File: src/rtl/tlul_cmd_sequencer.sv
// Host-side command sequencer for a TL-UL master control port: buffers commands,
// issues them one at a time and returns one tagged response per command.
module tlul_cmd_sequencer #(
    parameter int ADDR_WIDTH     = 32,
    parameter int DATA_WIDTH     = 32,
    parameter int MASK_WIDTH     = DATA_WIDTH / 8,
    parameter int SIZE_WIDTH     = 3,
    parameter int TAG_WIDTH      = 4,
    parameter int CMD_DEPTH      = 4,
    parameter int TIMEOUT_CYCLES = 256
) (
    input  logic                         clk_24,
    input  logic                         rst,
    input  logic                         cmd_valid,
    output logic                         cmd_ready,
    input  logic [1:0]                   cmd_type,
    input  logic [ADDR_WIDTH-1:0]        cmd_addr,
    input  logic [SIZE_WIDTH-1:0]        cmd_size,
    input  logic [DATA_WIDTH-1:0]        cmd_wdata,
    input  logic [MASK_WIDTH-1:0]        cmd_wmask,
    input  logic [TAG_WIDTH-1:0]         cmd_tag,
    output logic                         rsp_valid,
    input  logic                         rsp_ready,
    output logic [TAG_WIDTH-1:0]         rsp_tag,
    output logic [1:0]                   rsp_type,
    output logic [DATA_WIDTH-1:0]        rsp_rdata,
    output logic                         rsp_err,
    output logic                         start_trans,
    output logic [1:0]                   trans_type,
    output logic [ADDR_WIDTH-1:0]        address,
    output logic [SIZE_WIDTH-1:0]        size,
    output logic [DATA_WIDTH-1:0]        write_data,
    output logic [MASK_WIDTH-1:0]        write_mask,
    input  logic                         trans_done,
    input  logic [DATA_WIDTH-1:0]        read_data,
    output logic                         busy,
    output logic [$clog2(CMD_DEPTH):0]   cmd_count
);

    localparam int PTR_W = $clog2(CMD_DEPTH);
    localparam int CNT_W = PTR_W + 1;
    localparam int TO_W  = $clog2(TIMEOUT_CYCLES);

    localparam logic [1:0]      TYPE_GET      = 2'd0;
    localparam logic [1:0]      TYPE_RESERVED = 2'd3;
    localparam logic [TO_W-1:0] TO_LAST       = TO_W'(TIMEOUT_CYCLES - 1);

    typedef enum logic [1:0] {IDLE, ISSUE, WAIT, RESP} state_t;

    state_t state, state_next;

    logic [1:0]            fifo_type  [CMD_DEPTH];
    logic [ADDR_WIDTH-1:0] fifo_addr  [CMD_DEPTH];
    logic [SIZE_WIDTH-1:0] fifo_size  [CMD_DEPTH];
    logic [DATA_WIDTH-1:0] fifo_wdata [CMD_DEPTH];
    logic [MASK_WIDTH-1:0] fifo_wmask [CMD_DEPTH];
    logic [TAG_WIDTH-1:0]  fifo_tag   [CMD_DEPTH];

    logic [PTR_W-1:0] wr_ptr, rd_ptr;
    logic [CNT_W-1:0] count;
    logic [TO_W-1:0]  timer;

    logic push, pop, fifo_empty;
    logic done_ok, done_timeout;
    logic [1:0] head_type;

    // cmd_ready looks only at the registered count, so a full FIFO never
    // accepts a push even in a cycle where the FSM pops.
    assign cmd_ready  = (count != CNT_W'(CMD_DEPTH));
    assign fifo_empty = (count == '0);
    assign push       = cmd_valid && cmd_ready;
    assign head_type  = fifo_type[rd_ptr];
    assign busy       = (state != IDLE) || !fifo_empty;
    assign cmd_count  = count;

    always_ff @(posedge clk_24) begin
        if (rst) begin
            state <= IDLE;
        end else begin
            state <= state_next;
        end
    end

    always_comb begin
        state_next   = state;
        pop          = 1'b0;
        start_trans  = 1'b0;
        rsp_valid    = 1'b0;
        done_ok      = 1'b0;
        done_timeout = 1'b0;
        case (state)
            IDLE: begin
                if (!fifo_empty) begin
                    pop        = 1'b1;
                    state_next = (head_type == TYPE_RESERVED) ? RESP : ISSUE;
                end
            end
            ISSUE: begin
                start_trans = 1'b1;
                state_next  = WAIT;
            end
            WAIT: begin
                // A completion arriving on the expiry cycle still wins.
                if (trans_done) begin
                    done_ok    = 1'b1;
                    state_next = RESP;
                end else if (timer == TO_LAST) begin
                    done_timeout = 1'b1;
                    state_next   = RESP;
                end
            end
            RESP: begin
                rsp_valid = 1'b1;
                if (rsp_ready) begin
                    state_next = IDLE;
                end
            end
            default: state_next = IDLE;
        endcase
    end

    always_ff @(posedge clk_24) begin
        if (rst) begin
            wr_ptr <= '0;
            rd_ptr <= '0;
            count  <= '0;
        end else begin
            if (push) begin
                wr_ptr <= wr_ptr + PTR_W'(1);
            end
            if (pop) begin
                rd_ptr <= rd_ptr + PTR_W'(1);
            end
            case ({push, pop})
                2'b10:   count <= count + CNT_W'(1);
                2'b01:   count <= count - CNT_W'(1);
                default: count <= count;
            endcase
        end
    end

    always_ff @(posedge clk_24) begin
        if (push) begin
            fifo_type[wr_ptr]  <= cmd_type;
            fifo_addr[wr_ptr]  <= cmd_addr;
            fifo_size[wr_ptr]  <= cmd_size;
            fifo_wdata[wr_ptr] <= cmd_wdata;
            fifo_wmask[wr_ptr] <= cmd_wmask;
            fifo_tag[wr_ptr]   <= cmd_tag;
        end
    end

    // Master-side fields change only on a pop, which keeps them stable through WAIT.
    always_ff @(posedge clk_24) begin
        if (rst) begin
            trans_type <= '0;
            address    <= '0;
            size       <= '0;
            write_data <= '0;
            write_mask <= '0;
            rsp_tag    <= '0;
            rsp_type   <= '0;
            rsp_rdata  <= '0;
            rsp_err    <= 1'b0;
            timer      <= '0;
        end else begin
            if (pop) begin
                rsp_tag   <= fifo_tag[rd_ptr];
                rsp_type  <= head_type;
                rsp_rdata <= '0;
                if (head_type == TYPE_RESERVED) begin
                    rsp_err <= 1'b1;
                end else begin
                    rsp_err    <= 1'b0;
                    trans_type <= head_type;
                    address    <= fifo_addr[rd_ptr];
                    size       <= fifo_size[rd_ptr];
                    write_data <= fifo_wdata[rd_ptr];
                    write_mask <= fifo_wmask[rd_ptr];
                end
            end
            if (state == ISSUE) begin
                timer <= '0;
            end else if (state == WAIT) begin
                timer <= timer + TO_W'(1);
            end
            if (done_ok) begin
                rsp_rdata <= (rsp_type == TYPE_GET) ? read_data : '0;
                rsp_err   <= 1'b0;
            end else if (done_timeout) begin
                rsp_rdata <= '0;
                rsp_err   <= 1'b1;
            end
        end
    end

endmodule

File: config.mk
export PLATFORM = sky130hd
export DESIGN_NAME = tlul_cmd_sequencer
export DESIGN_NICKNAME = d
export VERILOG_FILES = /design/src/rtl/tlul_cmd_sequencer.sv
export SDC_FILE = /design/constraint.sdc
export NUM_CORES = 1
export LEC_CHECK = 0
export ABC_AREA = 1
export BUFFER_PORTS_ARGS = -buffer_cell sky130_fd_sc_hd__buf_2
export CAP_MARGIN = 10
export CORE_MARGIN = 5
export CORE_UTILIZATION = 30
export DETAILED_ROUTE_END_ITERATION = 8
export PLACE_DENSITY_LB_ADDON = 0.1
export SKIP_LAST_GASP = 1
export SYNTH_ARGS = -nofsm -noshare
export SYNTH_HDL_FRONTEND = slang
export SYNTH_SLANG_ARGS = --single-unit
File: constraint.sdc
create_clock -name clk_24 -period 7.55 [get_ports clk_24]
set_input_delay 0.3775 -clock clk_24 [delete_from_list [all_inputs] [get_ports clk_24]]
set_output_delay 0.3775 -clock clk_24 [all_outputs]
set_load 0.005 [all_outputs]
# Yosys cells after proc, flatten, opt, wreduce, memory -nomap -nowiden
# Memories as Yosys holds them, arrays and structs flattened. A register that Yosys moved wholly into a read port is not among the register bits.
# Index checks and enable logic that the tools add are counted.
# word_totals
regBits	54
mem_bits_rw	308
input_bits	114
out_inout_bits	119
wordCells	73
mem_count	6
# memory_table
memory	depth	width	read_ports	rd_ports_with_merged_regs	wr	line	text
fifo_addr	4	32	1	1	1	53	logic [ADDR_WIDTH-1:0] fifo_addr [CMD_DEPTH];
fifo_wdata	4	32	1	1	1	55	logic [DATA_WIDTH-1:0] fifo_wdata [CMD_DEPTH];
fifo_tag	4	4	1	1	1	57	logic [TAG_WIDTH-1:0] fifo_tag [CMD_DEPTH];
fifo_wmask	4	4	1	1	1	56	logic [MASK_WIDTH-1:0] fifo_wmask [CMD_DEPTH];
fifo_size	4	3	1	1	1	54	logic [SIZE_WIDTH-1:0] fifo_size [CMD_DEPTH];
fifo_type	4	2	1	1	1	52	logic [1:0] fifo_type [CMD_DEPTH];
# op_classes
addsub	5
eq_ne	11
mux	27
bitwise	1
n_reduce_logical	14
# op_table
cell	n
$mux W32	4
$mux W1	14
$mux W2	7
$add A8 B1 Y8 const B	1
$eq A2 B2 Y1 const B	4
$eq A8 B8 Y1 const B	1
$pmux W2 S4	1
$ne A3 B3 Y1 const B	2
$pmux W3 S2	1
$reduce_bool A2 Y1	3
$add A2 B1 Y2 const B	2
$eq A2 B1 Y1 const B	2
$logic_not A2 Y1	2
$ne A2 B2 Y1 const B	2
$reduce_or A2 Y1	2
$add A3 B1 Y3 const B	1
$logic_not A3 Y1	1
$reduce_and A3 Y1	1
$reduce_bool A3 Y1	1
$sub A3 B1 Y3 const B	1
$reduce_and A2 Y1	1
$logic_and A1 B1 Y1	1
$logic_not A1 Y1	1
$logic_or A1 B1 Y1	1
$not A1 Y1	1

# Depth between registers and ports, before layout
# logic_depth
ltp_word	6
depth_mapped	11
depth_no_buf	10

# Worst setup path after synthesis
# No wires, ideal clock.
# synth_timing
kind	reg2reg
start	register count[0] (netlist: cmd_count[0])
end	memory fifo_addr[0][0], enable pin
setup_ns	0.513
arrival_ns	3.963
required_ns	7.037
path_slack_ns	3.074
path_stages_with_launch	5
n_path_buf	0
synth_period_minus_slack_ns	4.476
cell_sequence	dfxtp_1 > nor2_2 > nand2_1 > nand2_1 > nor2_1
# synth_via
elab_chain_len	4
# synth_lines
element	line	text
start, declared	60	logic [CNT_W-1:0] count;
start signal, assigned	135	2'b10: count <= count + CNT_W'(1);
start signal, assigned	136	2'b01: count <= count - CNT_W'(1);
start signal, assigned	137	default: count <= count;
$ne A3 B3 Y1	69	assign cmd_ready = (count != CNT_W'(CMD_DEPTH));
via cmd_ready	15	output logic cmd_ready,
$logic_and A1 B1 Y1	71	assign push = cmd_valid && cmd_ready;
$mux W1	143	if (push) begin
$mux W1 (implied by the code)	145	fifo_addr[wr_ptr] <= cmd_addr;
end, declared	53	
# The timed path passes the listed nets, and every way through them passes these cells.

# Final worst setup path
# layout_timing
start	register count[0] (netlist: cmd_count[0])
end	memory fifo_wdata[2][12], enable pin
# layout_via
elab_chain_len	4
# layout_lines
element	line	text
$ne A3 B3 Y1	69	
$logic_and A1 B1 Y1	71	
$mux W1	143	
$mux W1 (implied by the code)	147	fifo_wdata[wr_ptr] <= cmd_wdata;
end, declared	55	
# No other way between the ends.

==> qor.yml <==
detailed_routing:
  drt_iter0_markers: 544
  drt_wl_total_mm: 46.0
  wire_per_inst_um: 17.6
  ant_nets: 0
  vias: 11800
  dr.pass1.iters: 4
  avgViaCountPerCell: 4.51
  drc_errors: 0
worst_setup_path:
  crit_path_start_kind: "register"
  cp.arrival_ns: 3.25
  max_stage_delay_ns: 0.92
  crit_type: "register to register"
  crit_path_cell_trace: "nor2_2 > nand2_1 > nand2_1 > nor2_4 > buf_4"
  crit_top_cell: "nand2_1"
  endpoint_kind: "register"
  r2r_slack_ns: 4.50
  r2r_start: "cmd_count[0]$_SDFFE_PP0P_"
  cpMaxStageDelayCell: "nor2_4"
  crit_fanout: 49
  cp_data_required_time_ns: 7.75
  reg2reg_to: "fifo_wdata[2][12]$_DFFE_PP_"
  rr_worst_depth: 5
clock_network:
  clk_latency_ns: 0.59
  cts_sinks: 439
  clock_path_buffers: 3
  cts_root_buf: "clkbuf_16"
  tritoncts: "done"
  htree_levels: 2
  cts.clk_slew.worst_paths_ns: 0.06
  numCtsBuffers: 50
floorplanning:
  fp-row-count: 86
  die_y_um: 247
  core-area_um2: 55300
  ioPinCount: 233
  dieWidth_um: 247
  die-area_um2: 60900
  start_util_pct: 30.4
cells_and_area:
  final_cells: 2619
  area_growth_pct: 24.6
  nets: 1955
  fin_area_um2: 21000
  layout-drive-gt1-share_pct: 17.8
yosys:
  synthCells: 1549
  async_reset_ff_share_pct: 0
  synth.cell_area_um2: 16800
  synth_top_flop_cell: "edfxtp_1"
  synth_cell_types: 22
  ys_ff_latch: 439
  ys_top_cells_by_count: "nor2_1 (327), edfxtp_1 (308), nand2_1 (162), o21ai_0 (162), dfxtp_1 (131)"
  synth_edf_count: 308
  synth_most_common_cell: "nor2_1"
  synth_top_area_share_pct: 54.9
  avgSynthCellArea_um2: 10.9
  synth_area_leaders: "edfxtp_1 (55%), dfxtp_1 (16%), nor2_1 (7.3%)"
  yosysSeqAreaShare_pct: 70.5
  syn_nets: 1675
  yosysWarnings: 0
  synth_area_leader_cell: "edfxtp_1"
hold_path:
  holdPathStages: 1
  min_delay_worst_endpoint: "fifo_addr[3][10]$_DFFE_PP_"
  hold_class: "input pin to register"
  hp-start: "cmd_addr[10]"
timing:
  rsz0062_at_grt: "no"
  worst_slack_ns: 4.50
  fin_crit_ns: 3.05
  fin_crit_sh_pct: 40.4
  worst_pin_slew_ns: 1.07
  relSlewSlack_pct: 28.8
  fmax_mhz: 328
  finalClockSkew_ns: 0.0207
  fin_setup_tns_ns: 0
  slew_violations: 0
  setup_viol: 0
  timing.final.hold_violations: 0
power:
  p_sw_mw: 2.71
  p_leak_nw: 8.20
  ir_drop_v: 0.000176
  p_seq_share_pct: 40.4
  clkPwrFrac_pct: 29.2
  switching_share_pct: 35.0
  powerDensity_nw_per_um2: 368
  combPwrFrac_pct: 30.4
  total_power_mw: 7.73
  internal-power_mw: 5.02
placement:
  place_worst_setup_slack_ns: 4.37
  dp.final_hpwl_mm: 25.5
  gp_congestion: 0.708
  portBuffers: 232
  place_inst: 2452
  placed_area_um2: 18700
global_route:
  grt_use_total_pct: 14.6
  grt_pass1_wl_mm: 69.1
  grt_pass1_vias: 11500
  antenna_found_initial: 5
  grt_max_degree: 87
  grt_overflow: 0
run:
  drv_cap: 0
run_status:
  status: "complete, no violations"
-- power by group through the flow --
stage / clock (mW) / combinational [mW] / sequential [mW]
2_1_floorplan: 0 / 1.56 / 3.16
4_1_cts: 2.33 / 2.42 / 3.13
3_3_place_gp: 0 / 2.37 / 3.18
6_report: 2.25 / 2.35 / 3.12
5_1_grt: 2.43 / 2.69 / 3.16
3_5_place_dp: 0 / 2.38 / 3.18
-- metrics by stage --
stage / util [%] / hold WS, ns
detailed placement: 33.9 / 0.469
finish: 37.9 / 0.0428
CTS: 37.9 / 0.000425
global placement: 33.9 / 0.456
floorplan: - / 0.454
global route: 37.9 / 0.0232
-- worst max path at each step --
| stage | start | endpoint | slack, ns | cells past startpoint |
|---|---|---|---|---|
| 6_report | cmd_count[0]$_SDFFE_PP0P_ | fifo_wdata[2][12]$_DFFE_PP_ | 4.50 | 5 |
| 5_1_grt | cmd_count[0]$_SDFFE_PP0P_ | fifo_wdata[2][12]$_DFFE_PP_ | 4.26 | 5 |
| 4_1_cts | cmd_count[0]$_SDFFE_PP0P_ | fifo_wdata[1][9]$_DFFE_PP_ | 4.36 | 5 |
| 3_5_place_dp | cmd_count[0]$_SDFFE_PP0P_ | fifo_addr[1][23]$_DFFE_PP_ | 4.37 | 5 |
| 3_3_place_gp | cmd_count[0]$_SDFFE_PP0P_ | fifo_wdata[1][8]$_DFFE_PP_ | 4.42 | 5 |
| 2_1_floorplan | cmd_count[0]$_SDFFE_PP0P_ | fifo_addr[0][0]$_DFFE_PP_ | 3.07 | 4 |
-- metal layers --
| layer | vias to the layer above | routed length, µm | global-route usage, % |
|---|---|---|---|
| met5 | - | 34 | 0 |
| met4 | 6 | 964 | 4.45 |
| met3 | 69 | 2040 | 2.78 |
| met2 | 220 | 22400 | 25.6 |
| met1 | 5644 | 20600 | 18.3 |
| li1 | 5885 | - | - |
-- repair_timing --
action	4_1_cts	5_1_grt
setup endpoints to repair	0	0
hold endpoints to repair	289	0
hold buffers	73	0
resized for setup	0	0
setup buffers	0	0
-- sequential cells by signal, summed over array words and instances, names as in the netlist, 4 cells and up, named ones only --
register    flops
fifo_tag       16
write_mask      4
rsp_rdata      32
fifo_size      12
timer           8
write_data     32
fifo_wdata    128
address        32
fifo_addr     128
fifo_wmask     16
fifo_type       8
rsp_tag         4
-- critical path, delay by kind of cell (launching register included) --
| kind | cells | cell delay (ns) |
|---|---|---|
| and+or+nand+nor | 4 | 1.41 |
| buffers and inverters | 1 | 0.79 |
| DFF | 1 | 0.40 |
-- kinds of logic after synthesis --
family	share of synthesized area, %
buf+inv	4.70
fa+ha+maj	0.937
compound gates	9.17
simple gates	14.7
flops	70.5
-- cell usage in the layout, fill, tap and decap left out --
cell type	instances
dfxtp_4	2
a21oi_1	49
nor3_1	6
diode_2	2
dfxtp_1	129
nor3b_1	1
buf_4	17
clkbuf_16	51
fa_1	1
nand2_1	159
dlygate4sd3_1	73
buf_2	232
nor2_2	2
bufinv_16	1
nand3b_1	1
inv_1	100
inv_6	1
clkbuf_8	4
o22ai_1	71
a21boi_4	1
ha_1	11
inv_4	2
o21ai_0	162
nor4_1	1
a31oi_1	4
nor2_1	322
clkinv_1	5
nand3_1	114
nor2_4	4
clkinv_2	11
clkbuf_1	20
edfxtp_1	308
nor3_2	1
nand2_4	3
-- final cells by class --
class / count / area [µm²]
antenna: 2 / 5.00
multi-input combinational: 913 / 4230
inverter: 103 / 393
clock buffer: 75 / 1410
clock inverter: 17 / 108
sequential: 439 / 11900
fill: 5520 / 34300
timing repair buffer: 322 / 2020
tap: 748 / 936
Power figures use the tool's default switching activity.
